--- src/rtl/l2c_cbus_arb.sv ---
// l2c_cbus_arb: round-robin arbiter from PORT_NUM L1-side masters into a
// single registered request slot feeding the L2C cache-bus port.
//
// Handshake semantics (both sides):
//   L1 side : l1_req[i] is a valid that the master holds, with stable fields,
//             until l1_ack[i] pulses. l1_ack[i] is the ready and is asserted
//             combinationally in the cycle the request is copied into the slot.
//   L2C side: req is the valid. cmd/addr/uid/data_be/data stay bit-stable
//             while req=1 and ack=0. ack is the ready, combinational from L2C.
//             A transfer happens in any cycle with req=1 and ack=1.
module l2c_cbus_arb #(
  parameter int PORT_NUM = 4,
  parameter int CMD_W    = 2,
  parameter int ADDR_W   = 32,
  parameter int UID_W    = 8,
  parameter int DATA_W   = 32,
  parameter int BE_W     = 4
) (
  input  logic                       clk,
  input  logic                       rst,
  input  logic [PORT_NUM-1:0]        l1_req,
  input  logic [PORT_NUM*CMD_W-1:0]  l1_cmd,
  input  logic [PORT_NUM*ADDR_W-1:0] l1_addr,
  input  logic [PORT_NUM*UID_W-1:0]  l1_uid,
  input  logic [PORT_NUM*BE_W-1:0]   l1_data_be,
  input  logic [PORT_NUM*DATA_W-1:0] l1_data,
  output logic [PORT_NUM-1:0]        l1_ack,
  output logic                       req,
  output logic [CMD_W-1:0]           cmd,
  output logic [ADDR_W-1:0]          addr,
  output logic [UID_W-1:0]           uid,
  output logic [BE_W-1:0]            data_be,
  output logic [DATA_W-1:0]          data,
  input  logic                       ack
);

  localparam int PTR_W = (PORT_NUM > 1) ? $clog2(PORT_NUM) : 1;

  typedef enum logic {
    ST_EMPTY = 1'b0,
    ST_FULL  = 1'b1
  } state_e;

  typedef struct packed {
    logic [CMD_W-1:0]  cmd;
    logic [ADDR_W-1:0] addr;
    logic [UID_W-1:0]  uid;
    logic [BE_W-1:0]   data_be;
    logic [DATA_W-1:0] data;
  } slot_t;

  state_e            state_q, state_d;
  slot_t             slot_q, slot_d;
  logic [PTR_W-1:0]  rr_ptr_q, rr_ptr_d;

  logic              any_req;
  logic              cap;
  logic              win_found;
  logic [PTR_W-1:0]  win;
  logic [PORT_NUM-1:0] win_onehot;
  slot_t             win_slot;
  int                idx;

  assign any_req = |l1_req;

  // Winner search: first asserted port after rr_ptr, wrapping at PORT_NUM.
  always_comb begin
    win        = '0;
    win_found  = 1'b0;
    win_onehot = '0;
    win_slot   = '0;
    idx        = 0;
    for (int k = 1; k <= PORT_NUM; k++) begin
      idx = int'(rr_ptr_q) + k;
      if (idx >= PORT_NUM) idx = idx - PORT_NUM;
      if (!win_found && l1_req[idx]) begin
        win_found        = 1'b1;
        win              = PTR_W'(idx);
        win_onehot[idx]  = 1'b1;
        win_slot.cmd     = l1_cmd[CMD_W*idx +: CMD_W];
        win_slot.addr    = l1_addr[ADDR_W*idx +: ADDR_W];
        win_slot.uid     = l1_uid[UID_W*idx +: UID_W];
        win_slot.data_be = l1_data_be[BE_W*idx +: BE_W];
        win_slot.data    = l1_data[DATA_W*idx +: DATA_W];
      end
    end
  end

  // Slot FSM: capture when empty or when the current request is being accepted.
  always_comb begin
    state_d  = state_q;
    slot_d   = slot_q;
    rr_ptr_d = rr_ptr_q;
    cap      = 1'b0;
    case (state_q)
      ST_EMPTY: cap = any_req;
      ST_FULL: begin
        if (ack) begin
          cap = any_req;
          if (!any_req) begin
            state_d = ST_EMPTY;
            slot_d  = '0;
          end
        end
      end
      default: begin
        state_d = ST_EMPTY;
        slot_d  = '0;
      end
    endcase
    // No master may be acked while reset is held: its request would be lost.
    if (rst) cap = 1'b0;
    if (cap && win_found) begin
      state_d  = ST_FULL;
      slot_d   = win_slot;
      rr_ptr_d = win;
    end
    l1_ack = (cap && win_found) ? win_onehot : '0;
  end

  // State, slot and round-robin pointer registers.
  always_ff @(posedge clk) begin
    if (rst) begin
      state_q  <= ST_EMPTY;
      slot_q   <= '0;
      rr_ptr_q <= PTR_W'(PORT_NUM - 1);
    end else begin
      state_q  <= state_d;
      slot_q   <= slot_d;
      rr_ptr_q <= rr_ptr_d;
    end
  end

  // L2C-side outputs; fields are forced to zero whenever the slot is empty.
  always_comb begin
    req     = (state_q == ST_FULL);
    cmd     = req ? slot_q.cmd     : '0;
    addr    = req ? slot_q.addr    : '0;
    uid     = req ? slot_q.uid     : '0;
    data_be = req ? slot_q.data_be : '0;
    data    = req ? slot_q.data    : '0;
  end

endmodule
--- config.mk ---
export PLATFORM = sky130hd
export DESIGN_NAME = l2c_cbus_arb
export DESIGN_NICKNAME = d
export VERILOG_FILES = /design/src/rtl/l2c_cbus_arb.sv
export SDC_FILE = /design/constraint.sdc
export NUM_CORES = 1
export LEC_CHECK = 0
export BUFFER_PORTS_ARGS = -buffer_cell sky130_fd_sc_hd__buf_4
export CAP_MARGIN = 20
export CORE_MARGIN = 2
export CORE_UTILIZATION = 35
export DETAILED_ROUTE_END_ITERATION = 8
export PLACE_DENSITY_LB_ADDON = 0.08
export SYNTH_ARGS = -nofsm -noshare
export SYNTH_HDL_FRONTEND = slang
export SYNTH_SLANG_ARGS = --single-unit
--- constraint.sdc ---
create_clock -name clk -period 3.93 [get_ports clk]
set_input_delay 0 -clock clk [delete_from_list [all_inputs] [get_ports clk]]
set_output_delay 0 -clock clk [all_outputs]
set_load 0.02 [all_outputs]
==> results.txt, run 1 <==
Startpoint class of the critical path: flop
TritonRoute pass-1 iters: 5
Core Box Area: 36610 um^2
HPWL after DPL: 32.31 mm
Post-cts resize count: 0
TritonCTS Buffers: 9
Final net count: 1858
Status: complete, no violations
Final Hold Fails: 0
RSZ-0062 raised after global routing: no
Worst reg-to-reg setup slack: 0.74 ns
Crit share post-route: 81.56%
Worst Hold End: rr_ptr_q[1]
TNS Setup: 0 ns
Period minus WS final: 3.205 ns
Layout area overhead: 28.26%
Final WS setup: 0.7246 ns
H-tree Lvls: 3
Clock Pin Slew Worst Setup and Hold Paths: 0.07 ns
GP Congestion: 0.7974
Die Width: 197.0 um
Final Slew Violations: 0
Hold path start: l1_req[2]
Critical Path RT: 3.93 ns
Crit path capture type: primary output
Worst-path maximum fanout: 36
HP Class: in -> reg
Arr. time, crit path: 3.21 ns
CTS Sinks: 81
Rel. slew slack: 34.24%
Async SR Flop Fraction: 0%
Setup WS pre-CTS: 0.4814 ns
Setup Viol. Count Final: 0
Post-synth top area cell: mux4_2
Vias: 13040
Clock root buffer: clkbuf_16
Worst skew pair latency: 0.36 ns
R2R Path End: slot_q[71]
Power per Cell Area: 725.5 nW/um^2
Number of top-level pins: 402
Remaining DRCs: 0
FMAX: 0.3120 GHz
Critical path type: reg -> out
R2r worst-path depth: 6
Yosys reg bits: 81
Commonest cells after routing, fill and taps aside: 422 x buf_4, 236 x mux4_2, 161 x mux2i_1, 125 x o21ai_0, 83 x and2_1
EDFF count, synth: 0
FILL cells: 3527
Library cells used by synthesis: 39
Commonest non-fill, non-tap cell in the layout: buf_4
Cells after Synth: 1254
Max Cap Viol: 0
Post-synth top area share: 40.79%
GRT overflow: 0
Full die area: 38790 um^2
Vias in the first global route: 12890
Fraction of layout cells with a size suffix above 1: 45.38%
IO Port Bufs: 401
Rows: 70
Worst Hold Depth: 3
Post-synthesis sequential area ratio: 12.44%
Overall routed net length: 50.17 mm
Clock buffer depth: 2
Ys flop type: dfxtp_1
Syn avg cell area: 10.39 um^2
Pin count of the biggest net entering global routing: 138
Post-route ant nets: 0
CTS tree: yes
Peak VDD IR: 0.0006488 V
Launch point of the worst reg-to-reg path: rr_ptr_q[0]
Die Span Y: 197.0 um
Tot GR Track Use: 25.31%
Top post-synthesis cells by area: mux4_2 41%, dfxtp_1 12%, mux2i_1 12%
Leak pwr: 0.007172 uW
Initial Utilization: 35.59%
Initial antenna violation count: 5
Post-synth design cell area: 13030 um^2
Synth Warn #: 0
Worst slew pin tran: 0.9863 ns
Routed wire per std cell: 24.97 um
Avg Vias per Cell: 6.489
Clk_skew: 0.009722 ns
Iteration-0 DRC Markers: 964
Syn Nets: 1581
Global-route wire length before repair: 76.42 mm
-- cell usage after synthesis, drive strengths merged, types with 2 or more instances --
cell type  count
and2          83
nand2b         2
nor4           2
buf           55
a21boi         2
inv            7
o21ai        158
mux2i        161
ha             8
nand3          3
a221o         78
a31oi         76
a21oi          3
o22ai         78
mux2           2
dfxtp         81
nand2         79
a2111oi        2
a221oi         2
clkbuf       113
nor2b          3
a22oi         10
mux4         236
-- what timing repair did --
action	CTS	global route
buffers inserted	0	0
endpoints found under the hold margin	3	0
hold buffers	2	0
-- power by group --
| group | switching (uW) | internal (uW) | total [uW] |
|---|---|---|---|
| combinational | 4980 | 4710 | 9690 |
| clock | 423 | 551 | 974 |
| sequential | 210 | 1250 | 1460 |
-- worst max-delay path by stage --
stage | from | to
after floorplan | rr_ptr_q[0] | slot_q[19]
after global placement | rr_ptr_q[0] | slot_q[24]
after detailed placement | rr_ptr_q[0] | slot_q[24]
after CTS | rr_ptr_q[0] | slot_q[17]
after global routing | rr_ptr_q[0] | slot_q[58]
final | rr_ptr_q[0] | l1_ack[1]
-- metrics by stage --
stage	util [%]	cell area [um^2]	cells	hold WS [ns]	total power [uW]
floorplan	-	13030	1254	0.06907	8698
global placement	44.64	16340	1985	0.2192	11060
detailed placement	44.64	16340	1985	0.2189	11150
CTS	45.54	16670	2003	0.007609	12160
global route	45.65	16710	2008	0.05078	12930
finish	45.65	16710	2009	0.02613	12130
-- worst max-delay path, cell delays in order, from the launching register on --
cell and delay, ns:
dfxtp_4 0.41, inv_1 0.17, ha_4 0.35, mux4_2 0.48, nor4b_2 0.59, buf_12 0.30, a22oi_1 0.10, o21ai_0 0.11
and2_1 0.16, buf_4 0.15
-- layer usage --
metal / global-route usage (%) / share of wire (%)
met1: 33.40 / 42
met2: 42.89 / 50
met3: 3.765 / 6.2
met4: 7.909 / 2.1
met5: 0 / 0
-- registers in the layout (all words and copies together) (netlist names) --
register,count
req,1
rr_ptr_q,2
slot_q,78
-- cells by family after synthesis --
logic type | synth area share (%)
flip-flops | 12.44
XOR/XNOR | 0.06722
buffers and inverters | 5.636
AND/OR/NAND/NOR | 6.971
multiplexers | 53.33
AO/OA/AOI/OAI | 20.79
adder cells (fa/ha/maj) | 0.7682
-- area by class of cell --
cell class,instances,area (um^2),area share (%)
Antenna cell,5,12.51,0.07486
Clock buffer,14,275.3,1.647
Clock inverter,2,35.03,0.2096
Inverter,7,27.53,0.1647
Multi-Input combinational cell,998,10750,64.33
Sequential cell,81,1630,9.754
Tap cell,468,585.6,3.504
Timing Repair Buffer,434,3396,20.32
Power figures use the tool's default switching activity.
==> run 2, diff against run 1 <==
==> constraint.sdc (replaced) <==
create_clock -name clk -period 2.9 [get_ports clk]
set_input_delay 0 -clock clk [delete_from_list [all_inputs] [get_ports clk]]
set_output_delay 0 -clock clk [all_outputs]
set_load 0.02 [all_outputs]
==> results.txt, run 2 (same netlist as run 1, synthesis figures left out) <==
Status: complete, no violations
GRT overflow: 0 (unchanged)
Largest reg by FF count: slot_q
Worst-path maximum fanout: 14 (-61%)
Rel. slew slack: 44.36% (+10 points)
CTS Sinks: 81 (unchanged)
Crit share post-route: 93.19%
IO Port Bufs: 401 (unchanged)
HPWL after DPL: 33.13 mm (+2.5%)
Final Slew Violations: 0 (unchanged)
Worst skew pair latency: 0.36 ns (about the same)
Avg Vias per Cell: 6.550 (+0.94%)
Commonest cells after routing, fill and taps aside: 428 x buf_4, 236 x mux4_2, 161 x mux2i_1, 120 x o21ai_0, 83 x and2_1
Clock buffer depth: 2 (unchanged)
Placed insts: 1995 (+0.50%)
Max FFs per register: 78 (unchanged)
Fraction of layout cells with a size suffix above 1: 46.14% (+0.76 points)
Final WS setup: 0.1976 ns (-0.5270 ns)
RSZ-0062 raised after global routing: no
Fin cells: 2027 (+0.90%)
Power per Cell Area: 989.5 nW/um^2 (+36%)
Power Total: 16800 uW (+39%)
HP Class: in -> reg
Combinational share of power: 80.9% (+1.0 points)
Clk_skew: 0.009748 ns (+0.00002586 ns)
Vias: 13280 (+1.8%)
Initial Utilization: 35.59% (unchanged)
Clk pwr share: 7.2% (-0.8 points)
Global-route wire length before repair: 77.20 mm (+1.0%)
Vias in the first global route: 13140 (+1.9%)
Worst reg-to-reg setup slack: 0.25 ns (-0.49 ns)
Setup WS pre-CTS: 0.1585 ns (-0.3230 ns)
Startpoint class of the critical path: flop
Initial antenna violation count: 5 (unchanged)
TritonRoute pass-1 iters: 5 (unchanged)
Rows: 70 (unchanged)
Clock Pin Slew Worst Setup and Hold Paths: 0.07 ns (about the same)
Hold WS: 0.02061 ns (-0.005524 ns)
Worst slew pin tran: 0.8345 ns (-0.1518 ns)
Final Hold Fails: 0 (unchanged)
Arr. time, crit path: 2.70 ns (-0.51 ns)
Leak pwr: 0.007297 uW (+1.7%)
Peak VDD IR: 0.001041 V (+60%)
TritonCTS Buffers: 9 (unchanged)
Full die area: 38790 um^2 (unchanged)
FMAX: 0.3700 GHz
Crit path capture type: primary output
Switching Share: 45.93% (-0.37 points)
Remaining DRCs: 0 (unchanged)
Die Width: 197.0 um (unchanged)
Switch Pwr: 7716 uW (+37%)
Period minus WS final: 2.702 ns
Iteration-0 DRC Markers: 928 (-3.7%)
Tot GR Track Use: 25.63% (+0.33 points)
Setup Viol. Count Final: 0 (unchanged)
Flop pwr share: 11.9% (-0.2 points)
Layout area overhead: 30.28%
Post-route ant nets: 0 (unchanged)
CTS tree: yes
Internal Power: 9083 uW (+40%)
Final net count: 1876 (+0.97%)
Die Span Y: 197.0 um (unchanged)
Core Box Area: 36610 um^2 (unchanged)
Critical path type: reg -> out
Critical Path RT: 2.90 ns (-1.03 ns)
Max Cap Viol: 0 (unchanged)
H-tree Lvls: 3 (unchanged)
GP Congestion: 0.7946 (-0.35%)
Pin count of the biggest net entering global routing: 116 (-16%)
Commonest non-fill, non-tap cell in the layout: buf_4
Overall routed net length: 50.83 mm (+1.3%)
Clock root buffer: clkbuf_16
Number of top-level pins: 402 (unchanged)
Routed wire per std cell: 25.08 um (+0.43%)
[run 2: changes by cell type in the layout (fill, tap and decap cells not counted), sizes merged]
cell / previous run / this run
bufinv: 1 / 0
buf: 432 / 449
clkbuf: 14 / 15
clkinvlp: 0 / 1
[run 2: worst paths after layout]
check                   start           to  cells past startpoint
setup / recovery  rr_ptr_q[1]    l1_ack[3]                     10
setup reg to reg  rr_ptr_q[1]   slot_q[68]                      7
hold / removal      l1_req[2]  rr_ptr_q[1]                      3
hold reg to reg    slot_q[73]   slot_q[73]                      2
[run 2: cell type report]
cell class | instances | area [um^2]
clock buffer | 14 | 264.0
clock inverter | 2 | 12.51
multi-input combinational | 998 | 10760
timing repair buffer | 452 | 3677
tap | 468 | 585.6
fill | 3476 | 19630
antenna | 5 | 12.51
inverter | 7 | 32.53
sequential | 81 | 1630
[run 2: critical path, stage by stage (launching register included)]
cell and delay [ns]:
dfxtp_4 0.43, clkinv_2 0.10, ha_4 0.31, mux4_2 0.33, buf_4 0.22, nor4b_4 0.30, buf_12 0.20, a22oi_1 0.07
o21ai_0 0.08, and2_1 0.15, buf_4 0.15
[run 2: timing repair]
action,4_1_cts,5_1_grt
gates cloned,0,1
endpoints found under the hold margin,3,0
endpoints found under the setup margin,2,6
hold buffers,2,0
resized for setup,0,2
setup buffers,6,1
pin swaps,0,1
[run 2: metrics by stage]
| step | instance area [um^2] | TNS [ns] | util (%) |
|---|---|---|---|
| floorplan | 13120 | -0.1545 | - |
| global placement | 16550 | 0 | 45.21 |
| finish | 16980 | 0 | 46.37 |
| CTS | 16890 | 0 | 46.14 |
| detailed placement | 16550 | 0 | 45.21 |
| global route | 16980 | 0 | 46.37 |
[run 2: metal layers]
layer	vias up	GRT usage, %	routed length, um
li1	5842	-	-
met1	6741	34.58	21220
met2	627	42.63	24990
met3	66	3.422	3486
met4	0	8.493	1143
met5	-	0	0
[run 2: power groups by stage]
| stage | combinational, uW | clock, uW | sequential, uW |
|---|---|---|---|
| after floorplan | 10000 | 0 | 1900 |
| after global placement | 13400 | 0 | 2020 |
| after detailed placement | 13500 | 0 | 2040 |
| after CTS | 13600 | 1240 | 2000 |
| after global routing | 14600 | 1280 | 2070 |
| final | 13600 | 1210 | 1990 |
